### src/rtl/mult_fu_pipe.sv
// Pipelined integer multiply FU: MULT_STAGES-deep pipe ending in a CDB output
// register, with backpressure from cdb_gnt rippling back to fu_avail.
module mult_fu_pipe #(
  parameter int MULT_STAGES = 4,
  parameter int XLEN        = 32,
  parameter int PHYS_TAG_W  = 6,
  parameter int ROB_IDX_W   = 5
) (
  input  logic                  clock,
  input  logic                  reset,
  input  logic                  mispredict,
  input  logic                  issue_valid,
  input  logic [1:0]            issue_func,
  input  logic [XLEN-1:0]       issue_src1,
  input  logic [XLEN-1:0]       issue_src2,
  input  logic [PHYS_TAG_W-1:0] issue_dest_tag,
  input  logic [ROB_IDX_W-1:0]  issue_rob_idx,
  input  logic                  issue_rob_wrap,
  output logic                  fu_avail,
  output logic                  cdb_req,
  input  logic                  cdb_gnt,
  output logic [XLEN-1:0]       cdb_result,
  output logic [PHYS_TAG_W-1:0] cdb_dest_tag,
  output logic [ROB_IDX_W-1:0]  cdb_rob_idx,
  output logic                  cdb_rob_wrap
);

  typedef struct packed {
    logic [PHYS_TAG_W-1:0] tag;
    logic [ROB_IDX_W-1:0]  rob_idx;
    logic                  rob_wrap;
  } meta_t;

  typedef struct packed {
    meta_t            meta;
    logic [1:0]       func;
    logic [XLEN-1:0]  src1;
    logic [XLEN-1:0]  src2;
  } op_stage_t;

  typedef struct packed {
    meta_t            meta;
    logic [XLEN-1:0]  result;
  } res_stage_t;

  logic [MULT_STAGES:1] vld_pipe;
  logic [MULT_STAGES:1] stall;
  op_stage_t            s1;
  res_stage_t           sn  [2:MULT_STAGES];
  res_stage_t           nxt [2:MULT_STAGES];

  // A stage stalls only when it and everything downstream is occupied and
  // the output register is not being granted.
  for (genvar k = 1; k <= MULT_STAGES; k++) begin : g_stall
    assign stall[k] = (&vld_pipe[MULT_STAGES:k]) & ~cdb_gnt;
  end

  assign fu_avail = ~stall[1];

  // Single wide multiply with per-operand sign extension covers all four funcs.
  logic                   a_sgn, b_sgn;
  logic signed [XLEN:0]   op_a, op_b;
  logic signed [2*XLEN-1:0] prod;
  logic [XLEN-1:0]        mul_res;

  always_comb begin
    a_sgn   = (s1.func == 2'd1) || (s1.func == 2'd2);
    b_sgn   = (s1.func == 2'd1);
    op_a    = {a_sgn & s1.src1[XLEN-1], s1.src1};
    op_b    = {b_sgn & s1.src2[XLEN-1], s1.src2};
    prod    = (2*XLEN)'(op_a) * (2*XLEN)'(op_b);
    mul_res = (s1.func == 2'd0) ? prod[XLEN-1:0] : prod[2*XLEN-1:XLEN];
  end

  assign nxt[2] = '{meta: s1.meta, result: mul_res};
  for (genvar k = 3; k <= MULT_STAGES; k++) begin : g_fwd
    assign nxt[k] = sn[k-1];
  end

  always_ff @(posedge clock or negedge reset) begin
    if (!reset) begin
      vld_pipe <= '0;
      s1       <= '0;
      for (int k = 2; k <= MULT_STAGES; k++) sn[k] <= '0;
    end else begin
      if (!stall[1]) begin
        vld_pipe[1] <= issue_valid;
        s1          <= '{meta: '{tag: issue_dest_tag, rob_idx: issue_rob_idx,
                                 rob_wrap: issue_rob_wrap},
                         func: issue_func, src1: issue_src1, src2: issue_src2};
      end
      for (int k = 2; k <= MULT_STAGES; k++) begin
        if (!stall[k]) begin
          vld_pipe[k] <= vld_pipe[k-1];
          sn[k]       <= nxt[k];
        end
      end
      if (mispredict) vld_pipe <= '0;
    end
  end

  assign cdb_req      = vld_pipe[MULT_STAGES];
  assign cdb_result   = sn[MULT_STAGES].result;
  assign cdb_dest_tag = sn[MULT_STAGES].meta.tag;
  assign cdb_rob_idx  = sn[MULT_STAGES].meta.rob_idx;
  assign cdb_rob_wrap = sn[MULT_STAGES].meta.rob_wrap;

  // Issuing into a busy FU silently loses the entry.
  a_issue_when_busy: assert property (@(posedge clock) disable iff (!reset)
    !(issue_valid && !fu_avail));

endmodule

### config.mk
export PLATFORM = sky130hd
export DESIGN_NAME = mult_fu_pipe
export DESIGN_NICKNAME = d
export VERILOG_FILES = /design/src/rtl/mult_fu_pipe.sv
export SDC_FILE = /design/constraint.sdc
export NUM_CORES = 2
export LEC_CHECK = 0
export ABC_AREA = 1
export BUFFER_PORTS_ARGS = -buffer_cell sky130_fd_sc_hd__buf_2
export CORE_UTILIZATION = 35
export CTS_BUF_LIST = sky130_fd_sc_hd__clkbuf_4
export DETAILED_ROUTE_END_ITERATION = 10
export MAX_ROUTING_LAYER = met4
export SLEW_MARGIN = 5
export SYNTH_ARGS = -nofsm -noshare
export SYNTH_HDL_FRONTEND = slang
export SYNTH_SLANG_ARGS = --single-unit
export TNS_END_PERCENT = 5
### constraint.sdc
create_clock -name clock -period 7.3 [get_ports clock]
set_clock_uncertainty 0.15 [all_clocks]
set_input_delay 0.73 -clock clock [delete_from_list [all_inputs] [get_ports clock]]
set_output_delay 0.73 -clock clock [all_outputs]
set_load 0.02 [all_outputs]
==> out/results.txt <==
The run finished, with violations left. The checks that failed: setup timing. At the worst endpoint, the required time is 8.11 ns. Among all cell types in the netlist, the one instantiated most often is sky130_fd_sc_hd__nand2_1. The floorplan has 136 rows. The pre-antenna-repair detailed-routing pass consisted of 6 iterations. Based on the critical path, the design can be clocked at up to 132 MHz. The worst setup path is of the reg -> reg kind. In the final design database the tool counted 7,956 nets. The root buffer selected by CTS is sky130_fd_sc_hd__clkbuf_4.

Once layout is done, the placed cells without fillers occupy 57,400 sq um. For this run, the register share of the synthesized area comes to 11.0%. In this run the remaining antenna-violating nets after routing total 0. In this run, synthesis produced a sequential element count of 214.

In this run the cell area of the synthesized design comes to 48,500 sq um. Most prevalent standard cell on the critical path: sky130_fd_sc_hd__fa_1. After detailed routing, the total wire length is 149,000 um. Ranked by total cell area, the synthesized netlist is headed by sky130_fd_sc_hd__fa_1 (46%), sky130_fd_sc_hd__nand2_1 (14%), sky130_fd_sc_hd__inv_1 (13%). By count the netlist is led by sky130_fd_sc_hd__nand2_1 (1,834), sky130_fd_sc_hd__inv_1 (1,720), sky130_fd_sc_hd__fa_1 (1,125). The average instance area after synthesis works out to 7.96 sq um. The critical register-to-register path startpoint is s1[64]$_DFFE_PN0N_. The wire length per cell after detailed routing is 17.7 um. Headroom to the max-slew limit came out at 21.5%. The via count of the first global-routing pass was 43.6k. The total count of hold-check failures in the final report was 0. TritonCTS built the clock tree. Final standard cell count with taps included and fillers excluded: 8,379.

The worst register-to-register path has a setup slack of -0.25 ns. After detailed routing, the number of remaining DRC violations is 0. In this run the worst path has a maximum fanout of 8.

The category of the worst setup path capture point was a flip-flop. The initial antenna violation count came out at 6. Type of element launching the critical path: a flip-flop.

The later pin in the worst-skew pair is clocked with a latency of 1.03 ns. The largest incremental delay on the critical path is 0.62 ns. For this design the top-level I/O count stands at 129.

In this run the worst hold path is classified as in -> async. The number of I/O port buffers works out to 128. The routed layout has 39.4k vias.

The first global-routing pass estimated 243,000 um of wire. The run gives 29 as the final number of setup-violating endpoints. Subtracting the final worst setup slack from the clock period gives 7.55 ns. The chip width is 374 um, and the number of clock sinks is 214. The number of flops mapped to enable cells by yosys is 0. The final cycle utilization of the critical path is 103%. For this run the aggregate overflow at the end of global routing stands at 0. In this run, the number of DRC markers left after iteration 0 of detailed routing was 2,434. The tools report the endpoint of the worst-slack reg-to-reg timing path as nxt[68]$_DFFE_PN0N_. Clock tree synthesis inserted a total of 68 buffers. The die span in y works out to 374 um. For the number of max-capacitance violations reported, the log shows 0. Dividing the detail-routed via count by the number of cells gives 4.70. The slowest stage of the critical path is the sky130_fd_sc_hd__fa_2 cell.

At the end of routability-driven placement, the weighted congestion stood at 0.952. The share of the synthesized area in the top cell type is 46.4%, and the minimum setup slack in the final design is -0.254 ns. Setup repair after global routing could not meet its margin everywhere. The H-tree generated during clock tree synthesis spans 3 levels. For the final HPWL from detailed placement, the log shows 125,000 um. After detailed placement, the design holds a cell count of 8,167. The number of nets in the synthesized netlist is 7,518.

At the pin with the least slew margin, the transition time is 1.18 ns. For this run, the total global-route usage over all layers was measured as 22.9%. The proportion of layout cells with a drive suffix above 1 works out to 14.3%.

The most used flip-flop cell after synthesis is sky130_fd_sc_hd__dfrtp_1. The floorplan step defined a die boundary enclosing 140,000 sq um. After floorplanning, the core was sized to cover 137,000 sq um.

Counting flops with an async set or reset pin after synthesis yields a share of 100%. The arrival time at the worst endpoint was 8.37 ns; the clock-pin slew on the worst setup and hold paths was 0.07 ns. After technology mapping, the gate count stands at 6,096.

Once the floorplan was initialized, standard cells occupied 35.3% of the core. The number of max-slew violations in the final report was 0; the layout-stage area growth over the synthesis result was 18.2%. Number of buffers on the longest clock path: 3. The run gives 33 as the unique cell type count in the Yosys netlist. The tools report the count of synthesis-stage warnings from yosys as 0. Summed over all instances, the cell type with the most area after synthesis is sky130_fd_sc_hd__fa_1. Entering global routing, the biggest net connects 127 pins. The total cell area at the placement stage is 54,700 sq um, and the path depth of the worst reg2reg path is 29.
## cells by family (layout without fill, tap and decap cells)
family                   after synthesis  in the layout  synth area share [%]
other                                  0              9                     0
multiplexers                          29             29                 0.750
XOR/XNOR                               6              6                 0.108
adder cells (fa/ha/maj)             1339           1339                  51.9
AND/OR/NAND/NOR                     2216           2216                  17.7
AO/OA/AOI/OAI                        261            261                  2.79
flip-flops                           214            214                  11.0
buffers and inverters               2031           2511                  15.7
## critical path, delay by kind of cell (launching register included)
family	cells	cell delay [ns]
buf+inv	9	0.93
simple gates	9	1.15
flops	1	0.37
fa+ha+maj	10	4.72
compound gates	1	0.18
## how the worst max path moves through the flow
| stage | slack [ns] | depth (start not counted) | from | to |
|---|---|---|---|---|
| after floorplan | 0.01 | 31 | s1[65]$_DFFE_PN0N_ | nxt[63]$_DFFE_PN0N_ |
| after global placement | -0.44 | 30 | s1[64]$_DFFE_PN0N_ | nxt[73]$_DFFE_PN0N_ |
| after detailed placement | -0.48 | 29 | s1[64]$_DFFE_PN0N_ | nxt[73]$_DFFE_PN0N_ |
| after CTS | -0.29 | 30 | s1[64]$_DFFE_PN0N_ | nxt[54]$_DFFE_PN0N_ |
| after global routing | -0.49 | 31 | s1[64]$_DFFE_PN0N_ | nxt[72]$_DFFE_PN0N_ |
| final | -0.25 | 29 | s1[64]$_DFFE_PN0N_ | nxt[68]$_DFFE_PN0N_ |
## cell type report
cell class	count	area, sq um
multi-input cells	3851	36500
inverters	1723	6480
diodes	9	22.5
flip-flops and latches	214	5360
well taps	1794	2240
repair buffers	676	5940
fillers	13889	80100
clock inverters	16	115
clock buffers	96	721
## flip-flops by register name, indices dropped and copies added (netlist names), 2 cells and up
register,count
cdb_rob_idx,5
op_b,32
vld_pipe,4
s1,2
nxt,100
cdb_dest_tag,6
cdb_result,32
op_a,32
## cells in the final DEF, fill, tap and decap left out, types with 76 or more instances in the layout
cell type,n
sky130_fd_sc_hd__nand2_1,1789
sky130_fd_sc_hd__inv_1,1704
sky130_fd_sc_hd__fa_1,1111
sky130_fd_sc_hd__buf_4,389
sky130_fd_sc_hd__dfrtp_1,213
sky130_fd_sc_hd__ha_1,187
sky130_fd_sc_hd__nor2_1,186
sky130_fd_sc_hd__buf_2,127
sky130_fd_sc_hd__o21ai_0,114
sky130_fd_sc_hd__clkbuf_4,96
sky130_fd_sc_hd__nand3_1,94
sky130_fd_sc_hd__a21oi_1,85
sky130_fd_sc_hd__dlygate4sd3_1,81
sky130_fd_sc_hd__buf_12,76
## metrics by stage
step / util (%) / hold slack [ns] / TNS, ns / worst slack, ns
after floorplan: - / 0.284 / 0 / 0.0132
after global placement: 39.8 / 0.301 / -4.78 / -0.441
after detailed placement: 39.8 / 0.304 / -7.34 / -0.482
after CTS: 41.2 / 0.151 / -5.75 / -0.288
after global routing: 41.7 / 0.241 / -12.74 / -0.494
final: 41.7 / 0.244 / -3.49 / -0.254
## metal layers
| layer | GRT usage [%] | vias to the layer above | wire, um |
|---|---|---|---|
| met2 | 39.2 | 1109 | 74400 |
| met3 | 2.83 | 304 | 7280 |
| li1 | - | 17945 | - |
| met4 | 8.49 | 0 | 6140 |
| met5 | - | - | 0 |
| met1 | 27.6 | 20002 | 60800 |
## repair_timing
item                       4_1_cts  5_1_grt
hold endpoints to repair       170        0
gates resized for setup         62      170
hold buffers                    81        0
cloned                           0        1
pin swaps                       13       35
setup buffers                    7        2
setup endpoints to repair       31       32
Power is not shown: default switching activity piles up to over one toggle a cycle in this logic, so the estimate is an artifact.
